### src/rtl/siso_seq_ctrl.sv
// Fill / run / drain sequencer for the SISO shift register: drives the Gray
// write pointer, one-hot stage-load strobes and the output-valid flag.
module siso_seq_ctrl #(
    parameter int STAGES_LOG2 = 3
) (
    input  logic                          CLK,
    input  logic                          RESET,
    input  logic                          EN,
    input  logic                          START,
    input  logic                          STOP,
    output logic [STAGES_LOG2-1:0]        GRAY,
    output logic [(1<<STAGES_LOG2)-1:0]   PULSES,
    output logic                          PHASE_WRAP,
    output logic                          VALID_OUT,
    output logic [1:0]                    STATE
);

    localparam int DEPTH = 1 << STAGES_LOG2;
    localparam int OW    = STAGES_LOG2 + 1;

    typedef enum logic [1:0] {
        IDLE  = 2'b00,
        FILL  = 2'b01,
        RUN   = 2'b10,
        DRAIN = 2'b11
    } state_t;

    state_t                 state_q, state_d;
    logic [STAGES_LOG2-1:0] ptr_q, ptr_d, ptr_inc;
    logic [OW-1:0]          occ_q, occ_d;
    logic [STAGES_LOG2-1:0] gray_d;
    logic [DEPTH-1:0]       pulses_d, pulse_one;
    logic                   wrap_d, valid_d;
    logic                   advance, last_fill, last_drain;

    assign advance    = EN && (state_q != IDLE);
    assign ptr_inc    = ptr_q + 1'b1;
    assign last_fill  = (occ_q == OW'(DEPTH - 1));
    assign last_drain = (occ_q == OW'(1));
    assign pulse_one  = {{(DEPTH-1){1'b0}}, 1'b1};

    // State register
    always_ff @(posedge CLK or negedge RESET) begin
        if (!RESET) state_q <= IDLE;
        else        state_q <= state_d;
    end

    // Next-state logic; STOP in FILL beats the final fill advance
    always_comb begin
        state_d = state_q;
        case (state_q)
            IDLE:  if (START) state_d = FILL;
            FILL: begin
                if (STOP)                   state_d = IDLE;
                else if (EN && last_fill)   state_d = RUN;
            end
            RUN:   if (STOP) state_d = DRAIN;
            DRAIN: if (EN && last_drain) state_d = IDLE;
            default: state_d = IDLE;
        endcase
    end

    // Output / datapath next values
    always_comb begin
        ptr_d    = ptr_q;
        occ_d    = occ_q;
        gray_d   = GRAY;
        pulses_d = '0;
        wrap_d   = 1'b0;
        valid_d  = VALID_OUT;

        if (advance) begin
            pulses_d = pulse_one << ptr_q;
            ptr_d    = ptr_inc;
            gray_d   = ptr_inc ^ (ptr_inc >> 1);
            wrap_d   = (ptr_q == '1);
        end

        case (state_q)
            IDLE: begin
                if (START) begin
                    ptr_d  = '0;
                    occ_d  = '0;
                    gray_d = '0;
                end
            end
            FILL: begin
                if (STOP) begin
                    pulses_d = '0;
                    wrap_d   = 1'b0;
                    ptr_d    = '0;
                    gray_d   = '0;
                    occ_d    = '0;
                end else if (EN) begin
                    occ_d = occ_q + 1'b1;
                    if (last_fill) valid_d = 1'b1;
                end
            end
            RUN: ;
            DRAIN: begin
                // Final drain advance still emits its strobe before returning home
                if (EN) begin
                    occ_d = occ_q - 1'b1;
                    if (last_drain) begin
                        ptr_d   = '0;
                        gray_d  = '0;
                        valid_d = 1'b0;
                    end
                end
            end
            default: ;
        endcase
    end

    always_ff @(posedge CLK or negedge RESET) begin
        if (!RESET) begin
            ptr_q      <= '0;
            occ_q      <= '0;
            GRAY       <= '0;
            PULSES     <= '0;
            PHASE_WRAP <= 1'b0;
            VALID_OUT  <= 1'b0;
        end else begin
            ptr_q      <= ptr_d;
            occ_q      <= occ_d;
            GRAY       <= gray_d;
            PULSES     <= pulses_d;
            PHASE_WRAP <= wrap_d;
            VALID_OUT  <= valid_d;
        end
    end

    assign STATE = state_q;

    a_pulses_onehot0: assert property (@(posedge CLK) disable iff (!RESET) $onehot0(PULSES));
    a_occ_range:      assert property (@(posedge CLK) disable iff (!RESET) occ_q <= OW'(DEPTH));

endmodule

### config.mk
export PLATFORM = sky130hd
export DESIGN_NAME = siso_seq_ctrl
export DESIGN_NICKNAME = d
export VERILOG_FILES = /design/src/rtl/siso_seq_ctrl.sv
export SDC_FILE = /design/constraint.sdc
export NUM_CORES = 1
export LEC_CHECK = 0
export BUFFER_PORTS_ARGS = -buffer_cell sky130_fd_sc_hd__buf_2
export CORE_MARGIN = 3
export CORE_UTILIZATION = 49
export CTS_CLUSTER_SIZE = 14
export DETAILED_ROUTE_END_ITERATION = 10
export PLACE_DENSITY_LB_ADDON = 0.08
export SLEW_MARGIN = 40
export SYNTH_ARGS = -nofsm -noshare
export SYNTH_HDL_FRONTEND = slang
export SYNTH_SLANG_ARGS = --single-unit
### constraint.sdc
create_clock -name CLK -period 1.25 [get_ports CLK]
set_input_delay 0.125 -clock CLK [delete_from_list [all_inputs] [get_ports CLK]]
set_output_delay 0.125 -clock CLK [all_outputs]
set_load 0.005 [all_outputs]
==> results by group <==
Final layout
  – Post-layout util: 0.835
  – Nets: 181
  – Layout cell share with drive strength beyond 1: 0.518
  – Area Growth Syn to Fin: 53.3%
  – Antenna cells: 0
  – Non-Filler Instances: slightly below 200

CTS
  – Clk sinks: 21
  – CTS root buf: clkbuf_4
  – Clk pin slew, worst setup/hold paths: around 130 ps
  – Clk Latency, worst-skew pair: 310 ps
  – CTS tree: yes
  – Htree depth: 1
  – Bufs on Longest Clock Path: 2
  – CTS buffer count: 3

Setup path
  – CP Max Fanout: 4
  – CP Buf/Inv Count: 2
  – Crit-path max cell delay: 440 ps
  – Critical Path AT: 1590 ps
  – Crit Path Class: reg -> reg
  – Worst Setup Start Kind: register
  – CP max-delay cell: dfrtp_1
  – Setup crit end kind: register
  – Crit-path leading delay family: flip-flops
  – Worst-path cell chain: buf_6, buf_12, nor3_4, xnor2_1, o32a_1, o22ai_1
  – CP required: 1450 ps

Routing
  – Iteration-0 DRC Markers: 40
  – Via density: 5.54
  – WL/cell: ~17 µm
  – Vias: about 1,100
  – Initial DRT Pass Iterations: 4
  – Drt drc: 0
  – Antenna-violating nets left: 0
  – DRT Wirelength: 3200 µm

Floorplan
  – Placeable Area: 0.00208 mm²
  – IO Pins: 20
  – Die Width: 54.1 µm
  – Initial Util: 0.545
  – Die ar.: 0.00293 mm²
  – Rows: 16
  – Die Y: 54.1 µm

Timing
  – Period utilization: 1.11
  – RSZ-0062 raised after global routing: yes
  – Slew Viols, Final: 0
  – Max_slew headroom: 0.675
  – Tmin final: 1390 ps
  – Hold Vio Cnt, Final: 0
  – Max Clock Freq: 722 MHz
  – # setup viols final: 12
  – Final setup margin: -135 ps
  – Clock skew: roughly 2.4 ps
  – Worst-Margin Slew: between 400 and 500 ps

Logic synthesis
  – Top FF cell, synth: dfrtp_1
  – Top cells by area, synth: dfrtp_1, ha_1, a21oi_1
  – Mean post-synth cell area: 9.95 µm²
  – Synth unique cells: 28
  – Synthesis-stage register bit count: 21
  – Mapped Cells: 114
  – Area leader, netlist: dfrtp_1
  – Number of flops mapped to enable cells by yosys: 0
  – YS warnings: 0
  – Share of Yosys cell area claimed by the top area cell type: 0.463
  – Synthesized net count: 128
  – Sequential-to-total area share from yosys stat: 0.463
  – Cell Area, Synth: roughly 0.0011 mm²
  – Asr flop ratio synth: 1.00

Power and ir drop
  – Lkg Pwr: 0.861 nW
  – Peak VDD IR: 0.000780 V
  – PwrDens: 1000 mW/mm²

Worst hold path
  – Hold Path Class: in -> reg

Global route
  – First-pass GRT wire length: around 4600 µm
  – Vias in the first global route: 1,041
  – GR Overflow Total: 0
  – Initial antenna violation count: 0
  – Largest net degree at the start of global routing: 22
  – GR Util All Layers: 0.218

Placement
  – Final GP Congestion: 0.825
  – Port Buffer Count: 19
  – Hpwl dp: roughly 1700 µm
  – Placed cells: 179

Flow run
  – Max-Cap Viols: 0

Outcome
  – Violated checks: negative setup slack
  – Outcome: finished, violations left
[cells in the mapped netlist, types with 3 or more instances]
| cell | count |
|---|---|
| dfrtp_1 | 21 |
| mux2i_1 | 3 |
| nand3_1 | 4 |
| nor2b_1 | 4 |
| and3_1 | 7 |
| inv_1 | 8 |
| nor2_1 | 10 |
| a21oi_1 | 10 |
| o21ai_2 | 3 |
| xor2_1 | 4 |
| o21ai_0 | 4 |
| nand2_1 | 6 |
| buf_2 | 3 |
| ha_1 | 9 |
[power by group]
| part | total [W] | internal, W | leakage (nW) | switching [W] |
|---|---|---|---|---|
| Clock | 0.000345 | 0.000120 | 0.0177 | 0.000226 |
| Combinational | 0.000633 | 0.000331 | 0.564 | 0.000302 |
| Sequential | 0.000766 | 0.000718 | 0.279 | 0.0000486 |
| Total | 0.00174 | 0.00117 | 0.861 | 0.000577 |
[final timing paths]
kind                                            from                    to  slack [ps]  cells after the start
worst max-delay path            occ_q[0]$_DFFE_PN0P_  occ_q[3]$_DFFE_PN0P_        -140                      6
worst min-delay path                           START    ptr_q[0]$_DFF_PN0_         130                      3
worst max register to register  occ_q[0]$_DFFE_PN0P_  occ_q[3]$_DFFE_PN0P_        -140                      6
worst min register to register     GRAY[1]$_DFF_PN0_     GRAY[1]$_DFF_PN0_         530                      2
max in group asynchronous                      RESET  STATE[0]$_DFFE_PN0P_         590                      2
min in group asynchronous                      RESET  occ_q[2]$_DFFE_PN0P_         310                      2
[worst reg2reg max path, stage by stage (launching register included)]
cell	delay [ps]
dfrtp_1	440
buf_6	160
buf_12	120
nor3_4	150
xnor2_1	170
o32a_1	170
o22ai_1	80
[layout by cell type (no fill, tap or decap), drive strengths merged, types with 6 or more instances in the layout]
| cell type | n |
|---|---|
| nor2 | 11 |
| o21ai | 8 |
| inv | 8 |
| a21oi | 10 |
| ha | 9 |
| buf | 52 |
| nand2 | 6 |
| and3 | 7 |
| dfrtp | 21 |
[cells by family (layout without fill, tap and decap cells)]
family                     after synthesis  in the layout  synth area share
and+or+nand+nor                         39             39             0.187
AOI/OAI and AO/OA                       24             24             0.132
DFF                                     21             21             0.463
buffers and inverters                   13             65            0.0529
adders and majority gates                9              9            0.0992
xor gates and xnor gates                 5              5            0.0386
muxes                                    3              3            0.0265
[stage by stage]
stage	total power (W)	instance area, µm²	setup slack [ps]	setup TNS [ps]	hold WS (ps)
after floorplan	0.000994	1150	-62.7	-246	-171
after CTS	0.00162	1600	-126	-1010	127
final	0.00174	1740	-135	-903	132
after global routing	0.00184	1740	-207	-1860	117
after detailed placement	0.00118	1440	-124	-1410	97.8
after global placement	0.00117	1440	-100	-893	102
[flip-flops by register name, indices dropped and copies added, names as in the netlist, named ones only]
register and flops:
PULSES 7, occ_q 4, GRAY 3, ptr_q 3, PHASE_WRAP 1, STATE 1, VALID_OUT 1
[timing repair]
item                                    4_1_cts  5_1_grt
pin swaps                                    17       10
setup buffers                                 7        4
hold buffers                                  1        0
endpoints found under the hold margin        21        0
endpoints found under the setup margin       20       21
gates resized for setup                      22       19
[layer usage]
| metal | track usage | share of wire |
|---|---|---|
| met1 | 0.268 | 0.40 |
| met3 | 0.0305 | 0.075 |
| met5 | 0 | 0 |
| met2 | 0.373 | 0.50 |
| met4 | 0.0996 | 0.024 |
[area by class of cell]
type	instances	area, µm²
clock buffer	3	22.5
clock inverter	1	5.00
fill	118	343
inverter	8	32.5
multi-input combinational	80	712
sequential	21	528
tap	27	33.8
timing repair buffer	53	405
Note: power is estimated with default switching activity, not from simulation.
